--- src/rtl/bin_to_bcd_seq_pkg.sv ---
// Shared definitions for the sequential binary-to-BCD converter:
// FSM state encoding, range limit and the add-3 correction constants.
package bin_to_bcd_seq_pkg;

  typedef enum logic [1:0] {
    IDLE  = 2'd0,
    SHIFT = 2'd1,
    DONE  = 2'd2
  } state_t;

  localparam logic [3:0] NIBBLE_ADJ_TH = 4'd5;
  localparam logic [3:0] NIBBLE_ADJ    = 4'd3;

  // Largest value representable with the given number of decimal digits.
  function automatic longint unsigned bcd_max(input int digits);
    longint unsigned r;
    r = 1;
    for (int i = 0; i < digits; i++) begin
      r = r * 10;
    end
    return r - 1;
  endfunction

  localparam longint unsigned BCD_MAX = bcd_max(4);

endpackage

--- src/rtl/bin_to_bcd_seq_digit_adj.sv ---
// One BCD digit of the double-dabble correction: adds 3 to digits 5..9
// so that the following left shift carries correctly into the next digit.
module bcd_digit_adj
  import bin_to_bcd_seq_pkg::*;
(
  input  logic [3:0] d,
  output logic [3:0] q
);

  always_comb begin
    q = d;
    if (d >= NIBBLE_ADJ_TH) begin
      q = d + NIBBLE_ADJ;
    end
  end

endmodule

--- src/rtl/bin_to_bcd_seq.sv ---
// Sequential double-dabble binary-to-packed-BCD converter, one shift per clock,
// with start/busy/done handshake and a result held stable between conversions.
module bin_to_bcd_seq
  import bin_to_bcd_seq_pkg::*;
#(
  parameter int BIN_W  = 14,
  parameter int DIGITS = 4
) (
  input  logic                  clk,
  input  logic                  rst,
  input  logic                  start,
  input  logic [BIN_W-1:0]      bin_in,
  output logic                  busy,
  output logic                  done,
  output logic                  ovf,
  output logic [4*DIGITS-1:0]   bcd_out
);

  localparam int BCD_W = 4 * DIGITS;
  localparam int SR_W  = BCD_W + BIN_W;
  localparam int CNT_W = $clog2(BIN_W + 1);
  localparam longint unsigned LIMIT = bcd_max(DIGITS);
  localparam logic [BCD_W-1:0] ALL_NINES = {DIGITS{4'h9}};

  state_t            state_q, state_d;
  logic [SR_W-1:0]   sr_q;
  logic [SR_W-1:0]   sr_pre;
  logic [BCD_W-1:0]  adj_bcd;
  logic [CNT_W-1:0]  cnt_q;
  logic              over_q;
  logic              load;
  logic              shift_en;
  logic              finish;

  function automatic logic over_range(input logic [BIN_W-1:0] v);
    return 64'(v) > LIMIT;
  endfunction

  // Correction touches only the BCD field; the binary field passes through.
  for (genvar g = 0; g < DIGITS; g++) begin : g_adj
    bcd_digit_adj u_adj (
      .d (sr_q[BIN_W + 4*g +: 4]),
      .q (adj_bcd[4*g +: 4])
    );
  end

  assign sr_pre = {adj_bcd, sr_q[BIN_W-1:0]};

  always_ff @(posedge clk or posedge rst) begin
    if (rst) begin
      state_q <= IDLE;
    end else begin
      state_q <= state_d;
    end
  end

  always_comb begin
    state_d  = state_q;
    load     = 1'b0;
    shift_en = 1'b0;
    finish   = 1'b0;
    busy     = 1'b0;
    case (state_q)
      IDLE: begin
        if (start) begin
          load    = 1'b1;
          state_d = SHIFT;
        end
      end
      SHIFT: begin
        busy     = 1'b1;
        shift_en = 1'b1;
        if (cnt_q == CNT_W'(1)) begin
          state_d = DONE;
        end
      end
      DONE: begin
        busy    = 1'b1;
        finish  = 1'b1;
        state_d = IDLE;
      end
      default: state_d = IDLE;
    endcase
  end

  always_ff @(posedge clk or posedge rst) begin
    if (rst) begin
      sr_q   <= '0;
      cnt_q  <= '0;
      over_q <= 1'b0;
    end else if (load) begin
      sr_q   <= {{BCD_W{1'b0}}, bin_in};
      cnt_q  <= CNT_W'(BIN_W);
      over_q <= over_range(bin_in);
    end else if (shift_en) begin
      sr_q   <= sr_pre << 1;
      cnt_q  <= cnt_q - CNT_W'(1);
    end
  end

  // Visible outputs move only on the done edge so a display never sees partial digits.
  always_ff @(posedge clk or posedge rst) begin
    if (rst) begin
      bcd_out <= '0;
      ovf     <= 1'b0;
      done    <= 1'b0;
    end else begin
      done <= finish;
      if (finish) begin
        bcd_out <= over_q ? ALL_NINES : sr_q[SR_W-1 -: BCD_W];
        ovf     <= over_q;
      end
    end
  end

endmodule

--- config.mk ---
export PLATFORM = sky130hd
export DESIGN_NAME = bin_to_bcd_seq
export DESIGN_NICKNAME = d
export VERILOG_FILES = /design/src/rtl/bin_to_bcd_seq_pkg.sv /design/src/rtl/bin_to_bcd_seq_digit_adj.sv /design/src/rtl/bin_to_bcd_seq.sv
export SDC_FILE = /design/constraint.sdc
export NUM_CORES = 1
export LEC_CHECK = 0
export ABC_AREA = 0
export BUFFER_PORTS_ARGS = -buffer_cell sky130_fd_sc_hd__buf_2
export CAP_MARGIN = 20
export CORE_AREA = 5 5 66 112
export DETAILED_ROUTE_END_ITERATION = 10
export DIE_AREA = 0 0 71 117
export PLACE_DENSITY = 0.78
export SYNTH_ARGS = -nofsm -noshare
export SYNTH_HDL_FRONTEND = slang
export SYNTH_SLANG_ARGS = --single-unit
--- constraint.sdc ---
create_clock -name clk -period 1.7 [get_ports clk]
set_input_delay 0.34 -clock clk [delete_from_list [all_inputs] [get_ports clk]]
set_output_delay 0.34 -clock clk [all_outputs]
set_load 0.01 [all_outputs]
Word level (Yosys, flattened, before mapping)
Cells that the tools add are included.
{"block": "totals", "reg_bits": 55, "in_bits": 17, "out_inout_bits": 19, "wordCells": 43}
{"block": "op_classes", "n_addsub": 5, "n_lt_le_gt_ge": 5, "n_eq_ne": 5, "n_mux": 17, "n_reduce_logical": 4}
{"cell": "$mux 30", "count": 2}
{"cell": "$mux 4", "count": 5}
{"cell": "$ge 4x3->1 const B", "count": 4}
{"cell": "$mux 16", "count": 1}
{"cell": "$gt 14x14->1 const B", "count": 1}
{"cell": "$add 4x2->4 const B", "count": 3}
{"cell": "$mux 1", "count": 5}
{"cell": "$eq 4x1->1 const B", "count": 1}
{"cell": "$mux 2", "count": 2}
{"cell": "$ne 2x2->1 const B", "count": 2}
{"cell": "$pmux 2 s2", "count": 1}
{"cell": "$sub 4x1->4 const B", "count": 1}
{"cell": "$add 3x2->3 const B", "count": 1}
{"cell": "$mux 3", "count": 1}
{"cell": "$eq 2x1->1 const B", "count": 1}
{"cell": "$eq 2x2->1 const B", "count": 1}
{"cell": "$logic_not 2->1", "count": 1}
{"cell": "$reduce_and 2->1", "count": 1}
{"cell": "$reduce_bool 2->1", "count": 1}
{"cell": "$reduce_or 2->1", "count": 1}

Depth between registers and ports, before layout
Gate-level depths: netlist (run 1).
{"block": "depth", "word_depth": 4, "depth_mapped": 8, "depth_no_buf": 6}

By module
Synthesis (run 1) repeated with hierarchy kept, for this count alone.
{"block": "unflattened", "hier_cells": 292, "hier_area_um2": 2811.4}
{"mod": "bin_to_bcd_seq", "instances": 1, "cells_per_inst": 228, "area_each_um2": 2406.1, "seq_area_each_um2": 1376.3}
{"mod": "bcd_digit_adj", "instances": 4, "cells_per_inst": 16, "area_each_um2": 101.3, "seq_area_each_um2": 0.0}

Worst setup path after synthesis (run 1)
OpenSTA, ideal clock, no wires.
{"block": "synth_timing", "path_kind": "register to register", "start": "reg state_q[0]", "end": "reg sr_q[16]", "setup_ps": 69, "t_arrival_ps": 1457, "t_required_ps": 1631, "path_slack_ps": 174, "path_stages_with_launch": 7, "n_path_buf": 1, "period_less_slack_ps": 1526, "cell_sequence": "dfrtp_1 > inv_1 > ha_1 > and2_4 > buf_6 > or4b_1 > nand3_1"}
{"block": "synth_between", "elab_chain_len": 3, "word_cells_on_any_way": 6, "cone_classes": "1 x eq/ne; 3 x mux; 2 x reduce/logical"}
{"item": "from (decl)", "line": "bin_to_bcd_seq.sv:25", "rtl": "state_t state_q, state_d;"}
{"item": "from (signal assigned)", "line": "bin_to_bcd_seq.sv:53", "rtl": "state_q <= state_d;"}
{"item": "$eq 2x1->1 or $logic_not 2->1 (tied branches)", "line": "bin_to_bcd_seq.sv:63", "rtl": "case (state_q)"}
{"item": "$mux 1", "line": "bin_to_bcd_seq.sv:63"}
{"item": "$reduce_bool 2->1 (no line) or $mux 30 (tied branches)"}
{"item": "to (signal assigned)", "line": "bin_to_bcd_seq.sv:92", "rtl": "sr_q <= {{BCD_W{1'b0}}, bin_in};"}
{"item": "to (signal assigned)", "line": "bin_to_bcd_seq.sv:96", "rtl": "sr_q <= sr_pre << 1;"}
{"item": "to (decl)", "line": "bin_to_bcd_seq.sv:26", "rtl": "logic [SR_W-1:0] sr_q;"}
Parallel ways exist; a longest one is shown, timed or not.
A chain may end at the register's enable or synchronous reset.

Final worst setup path (run 1)
{"block": "layout_timing", "start": "reg sr_q[14]", "end": "reg sr_q[16]"}
{"block": "layout_between", "elab_chain_len": 4, "word_cells_on_any_way": 5, "cone_classes": "1 x add/sub; 1 x order compare; 3 x mux"}
{"item": "$add 4x2->4 or $ge 4x3->1 (tied branches)", "line": "bin_to_bcd_seq_digit_adj.sv:13, bin_to_bcd_seq_digit_adj.sv:12"}
{"item": "$mux 4 (*)", "line": "bin_to_bcd_seq_digit_adj.sv:12", "rtl": "if (d >= NIBBLE_ADJ_TH) begin"}
{"item": "$mux 30 (*)", "line": "bin_to_bcd_seq.sv:95", "rtl": "end else if (shift_en) begin"}
{"item": "$mux 30 (*)", "line": "bin_to_bcd_seq.sv:91", "rtl": "end else if (load) begin"}
Every way passes the cells marked *; elsewhere a longest branch is shown, timed or not. The select of a mux whose other input is x is not followed.

==> impl_summary.log, run 1 <==
[metrics] run status: completed
[metrics] worst-path maximum fanout: 6
[metrics] CTS tree: built
[metrics] Routability Congestion: approximately 0.84
[metrics] top cell type's share of synthesized area: between 40% and 50%
[metrics] count of pins on the block boundary: 36
[metrics] fin crit period: 1590 ps
[metrics] switching power of the nets: between 2 and 2.5 mW
[metrics] clock network latency to the later pin of the worst-skew pair: around 290 ps
[metrics] CP Data Required Time: roughly 1900 ps
[metrics] DRT Pass-1 Iters: 4
[metrics] worst reg2reg startpoint: sr_q[14]$_DFFE_PP0P_
[metrics] number of hold buffers added after CTS: 1
[metrics] slew at the pin closest to its max-slew limit: approximately 490 ps
[metrics] headroom to the max-slew limit: between 60% and 70%
[metrics] Total Nets Final: 363
[metrics] Min-Delay Startpoint: bin_in[0]
[metrics] setup repair after global routing missed its margin: no
[metrics] placed cells: slightly above 400
[metrics] fraction of power consumed by sequential logic: between 40 and 50%
[metrics] hold-critical path depth: 3
[metrics] Root Buffer: sky130_fd_sc_hd__clkbuf_16
[metrics] number of max-slew violations in the final report: 0
[metrics] share of power burned in combinational logic: 43.2%
[metrics] number of buffers between clock root and the deepest sink: 2
[metrics] cell internal power dissipation: ~3.6 mW
[metrics] Critical Path Source Type: flop
[metrics] signed area change from the synthesized netlist to the final layout: 16.1%
[metrics] post-route ant nets: 0
[metrics] register area share after synthesis: approximately 50%
[metrics] width of the die: approximately 71 um
[metrics] kind of critical path: reg -> reg
[metrics] Non-Filler Instances: between 400 and 500
[metrics] kind of end point of the critical path: flop
[metrics] maximum number of pins on one net before global-route repair: 52
[metrics] top cells by area, synth: sky130_fd_sc_hd__dfrtp_1 (50%), sky130_fd_sc_hd__ha_1 (6.8%), sky130_fd_sc_hd__o21ai_0 (6.7%)
[metrics] TritonCTS buffer count: 5
[metrics] Clock Skews: between 3 and 4 ps
[metrics] list of cells traversed by the critical path: inv_1 -> ha_1 -> nand2b_1 -> a21oi_1 -> or4b_1 -> nand3_1
[metrics] Post-Syn Nets: ~330
[metrics] path type of the worst min-delay path: in -> reg
[metrics] final hold viol count: 0
[metrics] synth cell count leaders: sky130_fd_sc_hd__dfrtp_1 (55), sky130_fd_sc_hd__o21ai_0 (37), sky130_fd_sc_hd__nand2_1 (32), sky130_fd_sc_hd__nor2_1 (24)
[metrics] share of layout cells above drive strength 1: approximately 17%
[metrics] synthesized cell area: 2780 um^2
[metrics] cell accounting for the most synthesized area: sky130_fd_sc_hd__dfrtp_1
[metrics] highest achievable clock rate: about 630 MHz
[metrics] post-synthesis instance total: a little under 300
[metrics] vias in the first global route: about 2200
[metrics] arrival time of data at the critical path endpoint: roughly 1800 ps
[metrics] Avg Synthesized Cell Area: 9.41 um^2
[metrics] endpoint of the worst hold path: sr_q[0]$_DFFE_PP0P_
[metrics] switching part of the total power: 38.7%
[metrics] Vias: around 2100
[metrics] share of the core filled with cells in the final layout: between 50% and 60%
[metrics] number of diodes: 0
[metrics] number of rows in the core area: 39
[metrics] Cell variety after synth: 31
[metrics] starting DRC count in detailed routing: 100
[metrics] Post-route DRC: 0
[metrics] post-cts repair resize count: 0
[metrics] Clk pin slew, worst setup/hold paths: roughly 70 ps
[metrics] starting utilization of the core area: between 40% and 50%
[metrics] initial antenna violation count: 0
[metrics] final worst-path setup slack: 114 ps
[metrics] H-tree levels: 2
[metrics] wirelength, routed: roughly 5100 um
[metrics] Synth Flop Type: sky130_fd_sc_hd__dfrtp_1
[metrics] setup TNS: 0 ps
[metrics] Register-to-Register Setup Slack: 110 ps
[metrics] placement-stage worst setup slack: about 160 ps
[metrics] buffer count from post-CTS setup fixing: 0
[metrics] number of violations of the max-capacitance limit: 0
[metrics] average detailed-routed wire length per instance: 12.3 um
[metrics] dominant cell by count in the synthesized netlist: sky130_fd_sc_hd__dfrtp_1
[metrics] Yosys reg bits: 55
[metrics] HPWL reported at the end of detailed placement: ~3700 um
[metrics] gr usage total: roughly 14%
[metrics] Crit Reg-Reg Endpoint: sr_q[16]$_DFFE_PP0P_
[metrics] Die Area: just over 8000 um^2
[metrics] Async SR Flop Fraction: 100%
[metrics] global-route congestion overflow total: 0
[metrics] count of synthesis-stage warnings from yosys: 0
[metrics] Leakage: 1.48 nW
[metrics] Clk pwr share: around 17%
[metrics] Num Clock Sinks: between 50 and 60
[metrics] delay contributed by the slowest stage of the critical path: approximately 480 ps
[metrics] count of flip-flops with a built-in enable after synthesis: 0
[metrics] setup-violating endpoint count in the final report: 0
[metrics] final clock period utilization by the worst path: 93.3%
[metrics] Via density: between 5 and 6
[metrics] power density of the placed cells: approximately 1800 nW/um^2
[metrics] slowest CP cell: sky130_fd_sc_hd__or4b_1
[metrics] peak supply drop: 839 uV
[metrics] R2R depth: 6
[metrics] die outline height: ~120 um
[metrics] port buffer count: 35
[metrics] first-pass GRT wire length: around 9300 um
[metrics] Floorplan Core Area: 6440 um^2
through the flow:
stage	power [mW]	hold slack, ps	area, um^2
floorplan	4.20	445	2780
global placement	4.86	222	3070
detailed placement	4.97	226	3070
CTS	5.99	231	3220
global route	6.50	258	3220
finish	5.90	240	3220
metal layers:
layer	track usage (%)	up-vias	wire, um
met1	15.0	973	2120
met3	2.91	13	221
met5	0	-	0
met4	8.41	0	186
met2	25.2	42	2570
li1	-	1066	-
cells in the final DEF (no fill, tap or decap), types with 3 or more instances in the layout:
| master | count |
|---|---|
| sky130_fd_sc_hd__buf_4 | 8 |
| sky130_fd_sc_hd__nand2_1 | 32 |
| sky130_fd_sc_hd__nand3b_1 | 12 |
| sky130_fd_sc_hd__clkbuf_16 | 5 |
| sky130_fd_sc_hd__and3_1 | 5 |
| sky130_fd_sc_hd__or4b_1 | 3 |
| sky130_fd_sc_hd__nor2_1 | 24 |
| sky130_fd_sc_hd__nor3_1 | 5 |
| sky130_fd_sc_hd__o21ai_0 | 37 |
| sky130_fd_sc_hd__a21oi_1 | 22 |
| sky130_fd_sc_hd__mux2_2 | 3 |
| sky130_fd_sc_hd__nand4_1 | 3 |
| sky130_fd_sc_hd__inv_1 | 21 |
| sky130_fd_sc_hd__dfrtp_1 | 55 |
| sky130_fd_sc_hd__mux2i_1 | 14 |
| sky130_fd_sc_hd__ha_1 | 14 |
| sky130_fd_sc_hd__nand2b_1 | 3 |
| sky130_fd_sc_hd__nand3_1 | 9 |
| sky130_fd_sc_hd__buf_2 | 35 |
critical path: cells and delay by family (launching register included):
| family | cells | cell delay (ps) |
|---|---|---|
| flops | 1 | 440 |
| buf+inv | 1 | 90 |
| compound gates | 1 | 120 |
| simple gates | 3 | 650 |
| fa+ha+maj | 1 | 230 |
power groups by stage:
stage / clock network [mW] / registers [mW] / logic, mW
floorplan: 0 / 2.36 / 1.84
global placement: 0 / 2.37 / 2.49
detailed placement: 0 / 2.40 / 2.58
CTS: 1.02 / 2.37 / 2.59
global route: 1.07 / 2.49 / 2.95
finish: 0.985 / 2.37 / 2.55
worst max path at each step:
stage / startpoint / endpoint / slack, ps / cells past startpoint
6_report: sr_q[14]$_DFFE_PP0P_ / sr_q[16]$_DFFE_PP0P_ / 110 / 6
5_1_grt: sr_q[14]$_DFFE_PP0P_ / sr_q[16]$_DFFE_PP0P_ / 30 / 6
4_1_cts: sr_q[14]$_DFFE_PP0P_ / sr_q[16]$_DFFE_PP0P_ / 140 / 6
3_5_place_dp: state_q[1]$_DFFE_PP0P_ / state_q[1]$_DFFE_PP0P_ / 160 / 5
3_3_place_gp: sr_q[14]$_DFFE_PP0P_ / sr_q[16]$_DFFE_PP0P_ / 180 / 6
2_1_floorplan: rst / bcd_out[0]$_DFFE_PP0P_ / 20 / 1
flip-flops by register name, indices dropped and copies added (netlist names):
register  flops
sr_q         30
bcd_out      16
cnt_q         4
state_q       2
done          1
over_q        1
ovf           1
logic make-up (layout without fill, tap and decap cells):
kind of cell / count (synthesis) / count (layout) / share of synthesized area, %
and+or+nand+nor: 103 / 103 / 18.8
adders and majority gates: 15 / 15 / 6.76
xor gates and xnor gates: 3 / 3 / 0.947
AOI/OAI and AO/OA: 63 / 63 / 11.7
muxes: 17 / 17 / 6.27
buffers and inverters: 39 / 76 / 5.95
DFF: 55 / 55 / 49.6
cell type report:
| class | instances | area, um^2 |
|---|---|---|
| well taps | 82 | 103 |
| fillers | 635 | 3220 |
| clock inverters | 1 | 5.00 |
| flip-flops and latches | 55 | 1380 |
| inverters | 22 | 82.6 |
| repair buffers | 46 | 285 |
| multi-input cells | 201 | 1240 |
| clock buffers | 7 | 133 |
Note: power is estimated with default switching activity, not from simulation.
==> run 2: changes to the inputs <==
--- a/config.mk
+++ b/config.mk
@@ -11,6 +11,8 @@
 export CORE_AREA = 5 5 66 112
 export DETAILED_ROUTE_END_ITERATION = 10
 export DIE_AREA = 0 0 71 117
+export GPL_ROUTABILITY_DRIVEN = 0
+export MAX_ROUTING_LAYER = met4
 export PLACE_DENSITY = 0.78
 export SYNTH_ARGS = -nofsm -noshare
 export SYNTH_HDL_FRONTEND = slang
==> run 2 against run 1 <==
Effect of this change: clock skew about the same; die area unchanged; maximum frequency about the same; sequential share of layout area unchanged; sequential cell count unchanged; via count about the same; clock-buffer cell count unchanged; first-iteration DRC count unchanged; hold slack about the same; critical path type unchanged; largest cell class unchanged.
==> impl_summary.log, run 2 (synthesis gave the netlist of run 1 again) <==
[metrics] run status: completed (unchanged)
[metrics] Register-to-Register Setup Slack: 110 ps (about the same)
[metrics] DRT Pass-1 Iters: 4 (unchanged)
[metrics] Clk pin slew, worst setup/hold paths: 70 ps (about the same)
[metrics] maximum number of pins on one net before global-route repair: 52 (unchanged)
[metrics] Die Area: 8310 um^2 (unchanged)
[metrics] final design instance area without fill: 3220 um^2 (unchanged)
[metrics] number of diodes: 0 (unchanged)
[metrics] Min-Delay Startpoint: bin_in[0] (unchanged)
[metrics] arrival time of data at the critical path endpoint: 1810 ps (was 1820 ps)
[metrics] Leakage: 1.48 nW (unchanged)
[metrics] average detailed-routed wire length per instance: 12.3 um (about the same)
[metrics] slowest CP cell: sky130_fd_sc_hd__or4b_1 (unchanged)
[metrics] kind of end point of the critical path: flop (unchanged)
[metrics] Non-Filler Instances: 414 (unchanged)
[metrics] Clock Skews: 3.45 ps (was 3.44 ps)
[metrics] kind of critical path: reg -> reg (unchanged)
[metrics] hold-critical path depth: 3 (unchanged)
[metrics] Via density: 5.06 (about the same)
[metrics] global-route congestion overflow total: 0 (unchanged)
[metrics] number of violations of the max-capacitance limit: 0 (unchanged)
[metrics] setup-violating endpoint count in the final report: 0 (unchanged)
[metrics] number of max-slew violations in the final report: 0 (unchanged)
[metrics] headroom to the max-slew limit: 67.4% (about the same)
[metrics] Vias: 2095 (was 2094)
[metrics] top library cells by usage in the layout, fill and taps aside: sky130_fd_sc_hd__dfrtp_1 (55), sky130_fd_sc_hd__o21ai_0 (37), sky130_fd_sc_hd__buf_2 (35) (unchanged)
[metrics] commonest non-fill, non-tap cell in the layout: sky130_fd_sc_hd__dfrtp_1 (unchanged)
[metrics] H-tree levels: 2 (unchanged)
[metrics] number of buffers between clock root and the deepest sink: 2 (unchanged)
[metrics] first-pass GRT wire length: 9290 um (unchanged)
[metrics] starting DRC count in detailed routing: 100 (unchanged)
[metrics] post-route ant nets: 0 (unchanged)
[metrics] starting utilization of the core area: 43.1% (unchanged)
[metrics] width of the die: 71 um (unchanged)
[metrics] placed cells: 405 (unchanged)
[metrics] die outline height: 117 um (unchanged)
[metrics] Total Nets Final: 363 (unchanged)
[metrics] port buffer count: 35 (unchanged)
[metrics] number of rows in the core area: 39 (unchanged)
[metrics] delay contributed by the slowest stage of the critical path: 480 ps (about the same)
[metrics] CTS tree: built (unchanged)
[metrics] initial antenna violation count: 0 (unchanged)
[metrics] gr usage total: 14.4% (was 14.0%)
[metrics] fin crit period: 1590 ps (about the same)
[metrics] R2R depth: 6 (unchanged)
[metrics] post-route total power: 5.90 mW (about the same)
[metrics] worst reg2reg startpoint: sr_q[14]$_DFFE_PP0P_ (unchanged)
[metrics] setup TNS: 0 ps (unchanged)
[metrics] worst setup path startpoint: sr_q[14]$_DFFE_PP0P_ (unchanged)
[metrics] count of pins on the block boundary: 36 (unchanged)
[metrics] endpoint of the worst hold path: sr_q[0]$_DFFE_PP0P_ (unchanged)
[metrics] Floorplan Core Area: 6440 um^2 (unchanged)
[metrics] CP Data Required Time: 1930 ps (about the same)
[metrics] HPWL reported at the end of detailed placement: 3660 um (unchanged)
[metrics] buffer count from post-CTS setup fixing: 0 (unchanged)
[metrics] Critical Path Source Type: flop (unchanged)
[metrics] cell area reported after detailed placement: 3070 um^2 (unchanged)
[metrics] power density of the placed cells: 1830 nW/um^2 (about the same)
[metrics] Num Clock Sinks: 55 (unchanged)
[metrics] path type of the worst min-delay path: in -> reg (unchanged)
[metrics] clock network latency to the later pin of the worst-skew pair: 290 ps (about the same)
[metrics] vias in the first global route: 2153 (unchanged)
[metrics] register with the most flip-flops: sr_q (unchanged)
[metrics] layout filler cell count: 635 (unchanged)
[metrics] final hold viol count: 0 (unchanged)
[metrics] final clock period utilization by the worst path: 93.3% (about the same)
[metrics] Root Buffer: sky130_fd_sc_hd__clkbuf_16 (unchanged)
[metrics] post-cts repair resize count: 0 (unchanged)
[metrics] Post-route DRC: 0 (unchanged)
[metrics] slew at the pin closest to its max-slew limit: 489 ps (about the same)
[metrics] share of layout cells above drive strength 1: 17.2% (unchanged)
[metrics] list of cells traversed by the critical path: inv_1 -> ha_1 -> nand2b_1 -> a21oi_1 -> or4b_1 -> nand3_1 (unchanged)
[metrics] Largest register FFs: 30 (unchanged)
[metrics] signed area change from the synthesized netlist to the final layout: 16.1% (unchanged)
[metrics] wirelength, routed: 5090 um (about the same)
[metrics] highest achievable clock rate: 631 MHz (was 630 MHz)
[metrics] Crit Reg-Reg Endpoint: sr_q[16]$_DFFE_PP0P_ (unchanged)
[metrics] number of hold buffers added after CTS: 1 (unchanged)
[metrics] peak supply drop: 839 uV (about the same)
[metrics] setup repair after global routing missed its margin: no (unchanged)
[metrics] worst-path maximum fanout: 6 (unchanged)
[metrics] largest registers: sr_q (30), bcd_out (16), cnt_q (4) (unchanged)
[metrics] TritonCTS buffer count: 5 (unchanged)
[run 2: cell counts in the layout (fill, tap and decap cells not counted)]
No cell type changed its count.
[run 2: worst max-delay path by stage]
| stage | slack, ps | end | cells after the start |
|---|---|---|---|
| after detailed placement | 160 | state_q[1]$_DFFE_PP0P_ | 5 |
| after global routing | 30 | sr_q[16]$_DFFE_PP0P_ | 6 |
| after global placement | 180 | sr_q[16]$_DFFE_PP0P_ | 6 |
| final | 110 | sr_q[16]$_DFFE_PP0P_ | 6 |
| after CTS | 140 | sr_q[16]$_DFFE_PP0P_ | 6 |
| after floorplan | 20 | bcd_out[0]$_DFFE_PP0P_ | 1 |
[run 2: critical path: cells and delay by family, from the launching register on]
family,cells,cell delay [ps]
AND/OR/NAND/NOR,3,650
flip-flops,1,430
adder cells (fa/ha/maj),1,230
AO/OA/AOI/OAI,1,120
buffers and inverters,1,90
[run 2: metrics by stage]
step           setup WS, ps  hold WS [ps]  util, %
2_1_floorplan          17.1           445        -
3_3_place_gp            184           222     47.7
3_5_place_dp            160           226     47.7
4_1_cts                 139           231     50.0
5_1_grt                26.9           258     50.0
6_report                114           240     50.0
[run 2: layer usage]
metal | vias to the layer above | track usage (%) | part of all wire [%]
met4 | 0 | 8.41 | 3.5
met3 | 13 | 2.91 | 4.2
li1 | 1067 | - | -
met5 | - | - | 0
met2 | 42 | 25.2 | 51
met1 | 973 | 15.0 | 42
[run 2: layout make-up]
type | instances | area (um^2) | share of cell area (%)
Sequential cell | 55 | 1380 | 42.7
Multi-Input combinational cell | 201 | 1240 | 38.4
Timing Repair Buffer | 46 | 285 | 8.86
Clock buffer | 7 | 133 | 4.12
Clock inverter | 1 | 5.00 | 0.155
Tap cell | 82 | 103 | 3.19
Inverter | 22 | 82.6 | 2.56
[run 2: power breakdown]
part / internal, mW / switching (mW) / total, mW
Clock: 0.545 / 0.440 / 0.985
Sequential: 1.90 / 0.466 / 2.37
Combinational: 1.17 / 1.38 / 2.55
==> run 3: changes to the inputs <==
--- a/config.mk
+++ b/config.mk
@@ -8,12 +8,12 @@
 export ABC_AREA = 0
 export BUFFER_PORTS_ARGS = -buffer_cell sky130_fd_sc_hd__buf_2
 export CAP_MARGIN = 20
-export CORE_AREA = 5 5 66 112
+export CORE_AREA = 5 5 69 119
 export DETAILED_ROUTE_END_ITERATION = 10
-export DIE_AREA = 0 0 71 117
+export DIE_AREA = 0 0 74 124
 export GPL_ROUTABILITY_DRIVEN = 0
 export MAX_ROUTING_LAYER = met4
-export PLACE_DENSITY = 0.78
+export PLACE_DENSITY = 0.72
 export SYNTH_ARGS = -nofsm -noshare
 export SYNTH_HDL_FRONTEND = slang
 export SYNTH_SLANG_ARGS = --single-unit
==> run 3 against run 2 <==
Effect of this change: worst setup slack improved by 12 ps; die area rose by 10%; total power rose by 1.2%; final cell count rose by 0.24%; critical endpoint is now busy; maximum frequency rose by 0.73%; utilization fell by 4.7 points; clock-buffer cell count did not move; via count rose by 0.76%; sequential power barely moved; hold slack got worse by 150 ps.
==> impl_summary.log, run 3 (synthesis gave the netlist of run 1 again) <==
[metrics] number of max-slew violations in the final report: 0 (unchanged)
[metrics] clock network latency to the later pin of the worst-skew pair: 290 ps (about the same)
[metrics] signed area change from the synthesized netlist to the final layout: 16.3% (was 16.1%)
[metrics] register with the most flip-flops: sr_q (unchanged)
[metrics] Critical Path Source Type: flop (unchanged)
[metrics] initial antenna violation count: 0 (unchanged)
[metrics] Clk pin slew, worst setup/hold paths: 70 ps (about the same)
[metrics] Root Buffer: sky130_fd_sc_hd__clkbuf_16 (unchanged)
[metrics] DRT Pass-1 Iters: 4 (unchanged)
[metrics] largest registers: sr_q (30), bcd_out (16), cnt_q (4) (unchanged)
[metrics] slew at the pin closest to its max-slew limit: 503 ps (was 489 ps)
[metrics] final hold viol count: 0 (unchanged)
[metrics] final design instance area without fill: 3230 um^2 (was 3220 um^2)
[metrics] final worst-path setup slack: 126 ps (was 114 ps)
[metrics] Leakage: 1.48 nW (about the same)
[metrics] Die Area: 9180 um^2 (was 8310 um^2)
[metrics] maximum number of pins on one net before global-route repair: 56 (was 52)
[metrics] Clock Skews: 3.55 ps (was 3.45 ps)
[metrics] path type of the worst min-delay path: in -> async (was in -> reg)
[metrics] CP Data Required Time: 1360 ps (was 1930 ps)
[metrics] wirelength, routed: 5280 um (was 5090 um)
[metrics] post-route ant nets: 0 (unchanged)
[metrics] worst reg2reg startpoint: sr_q[14]$_DFFE_PP0P_ (unchanged)
[metrics] number of hold buffers added after CTS: 0 (was 1)
[metrics] worst hold slack across all endpoints: 91.8 ps (was 240 ps)
[metrics] vias in the first global route: 1995 (was 2153)
[metrics] fin crit period: 1570 ps (was 1590 ps)
[metrics] global-route congestion overflow total: 0 (unchanged)
[metrics] first-pass GRT wire length: 8970 um (was 9290 um)
[metrics] Via density: 5.09 (was 5.06)
[metrics] width of the die: 74 um (was 71 um)
[metrics] post-cts repair resize count: 0 (unchanged)
[metrics] kind of critical path: reg -> out (was reg -> reg)
[metrics] number of diodes: 0 (unchanged)
[metrics] TritonCTS buffer count: 5 (unchanged)
[metrics] H-tree levels: 2 (unchanged)
[metrics] setup-violating endpoint count in the final report: 0 (unchanged)
[metrics] count of pins on the block boundary: 36 (unchanged)
[metrics] run status: completed (unchanged)
[metrics] final clock period utilization by the worst path: 92.6% (was 93.3%)
[metrics] setup repair after global routing missed its margin: no (unchanged)
[metrics] Crit Reg-Reg Endpoint: sr_q[16]$_DFFE_PP0P_ (unchanged)
[metrics] starting DRC count in detailed routing: 146 (was 100)
[metrics] share of the core filled with cells in the final layout: 45.3% (was 50.0%)
[metrics] arrival time of data at the critical path endpoint: 1230 ps (was 1810 ps)
[metrics] number of rows in the core area: 41 (was 39)
[metrics] Total Nets Final: 360 (was 363)
[metrics] port buffer count: 35 (unchanged)
[metrics] number of violations of the max-capacitance limit: 0 (unchanged)
[metrics] CTS tree: built (unchanged)
[metrics] Largest register FFs: 30 (unchanged)
[metrics] cell area reported after detailed placement: 3080 um^2 (was 3070 um^2)
[metrics] average detailed-routed wire length per instance: 12.7 um (was 12.3 um)
[metrics] top library cells by usage in the layout, fill and taps aside: sky130_fd_sc_hd__dfrtp_1 (55), sky130_fd_sc_hd__o21ai_0 (37), sky130_fd_sc_hd__buf_2 (35) (unchanged)
[metrics] die outline height: 124 um (was 117 um)
[metrics] HPWL reported at the end of detailed placement: 3880 um (was 3660 um)
[metrics] buffer count from post-CTS setup fixing: 0 (unchanged)
[metrics] peak supply drop: 770 uV (was 839 uV)
[metrics] share of layout cells above drive strength 1: 17.0% (was 17.2%)
[metrics] power density of the placed cells: 1850 nW/um^2 (was 1830 nW/um^2)
[metrics] headroom to the max-slew limit: 66.5% (was 67.4%)
[metrics] placement-stage worst setup slack: 167 ps (was 160 ps)
[metrics] highest achievable clock rate: 635 MHz (was 631 MHz)
[metrics] worst-path maximum fanout: 4 (was 6)
[metrics] Num Clock Sinks: 55 (unchanged)
[metrics] R2R depth: 6 (unchanged)
[metrics] Register-to-Register Setup Slack: 150 ps (was 110 ps)
[metrics] starting utilization of the core area: 38.9% (was 43.1%)
[metrics] number of buffers between clock root and the deepest sink: 2 (unchanged)
[metrics] Floorplan Core Area: 7130 um^2 (was 6440 um^2)
[metrics] kind of end point of the critical path: output port (was flop)
[metrics] Post-route DRC: 0 (unchanged)
[metrics] commonest non-fill, non-tap cell in the layout: sky130_fd_sc_hd__dfrtp_1 (unchanged)
[metrics] setup TNS: 0 ps (unchanged)
[metrics] gr usage total: 12.9% (was 14.4%)
[metrics] Vias: 2111 (was 2095)
## run 3: worst max-delay path by stage
stage	to	start	cells after the start
2_1_floorplan	bcd_out[0]$_DFFE_PP0P_	rst	1
3_3_place_gp	sr_q[24]$_DFFE_PP0P_	state_q[1]$_DFFE_PP0P_	5
3_5_place_dp	state_q[0]$_DFFE_PP0P_	state_q[0]$_DFFE_PP0P_	5
4_1_cts	busy	state_q[0]$_DFFE_PP0P_	3
5_1_grt	sr_q[24]$_DFFE_PP0P_	sr_q[22]$_DFFE_PP0P_	6
6_report	busy	state_q[0]$_DFFE_PP0P_	3
## run 3: worst max-delay path, stage by stage, from the launching register on
cell and delay [ps]:
sky130_fd_sc_hd__dfrtp_1 400, sky130_fd_sc_hd__inv_1 100, sky130_fd_sc_hd__ha_1 300, sky130_fd_sc_hd__buf_2 140
## run 3: power by group
group / internal (mW) / total [mW] / switching, mW / leakage (nW)
Sequential: 1.90 / 2.36 / 0.464 / 0.684
Clock: 0.590 / 1.03 / 0.441 / 0.0741
Combinational: 1.16 / 2.58 / 1.41 / 0.723
## run 3: layer usage
| layer | routed length, um | GRT usage (%) | vias to the layer above |
|---|---|---|---|
| li1 | - | - | 1059 |
| met5 | 0 | - | - |
| met3 | 209 | 2.26 | 12 |
| met1 | 2100 | 14.2 | 1001 |
| met4 | 155 | 6.46 | 0 |
| met2 | 2820 | 21.9 | 39 |
## run 3: cell type report
type / instances / area (um^2)
Clock buffer: 7 / 143
Clock inverter: 1 / 8.76
Fill cell: 716 / 3900
Inverter: 22 / 82.6
Multi-Input combinational cell: 201 / 1240
Sequential cell: 55 / 1380
Tap cell: 86 / 108
Timing Repair Buffer: 43 / 273
## run 3: per-stage QoR
stage | instances | power (mW)
after global routing | 415 | 6.52
after floorplan | 295 | 4.20
after CTS | 415 | 6.06
final | 415 | 5.97
after global placement | 407 | 4.87
after detailed placement | 407 | 5.01
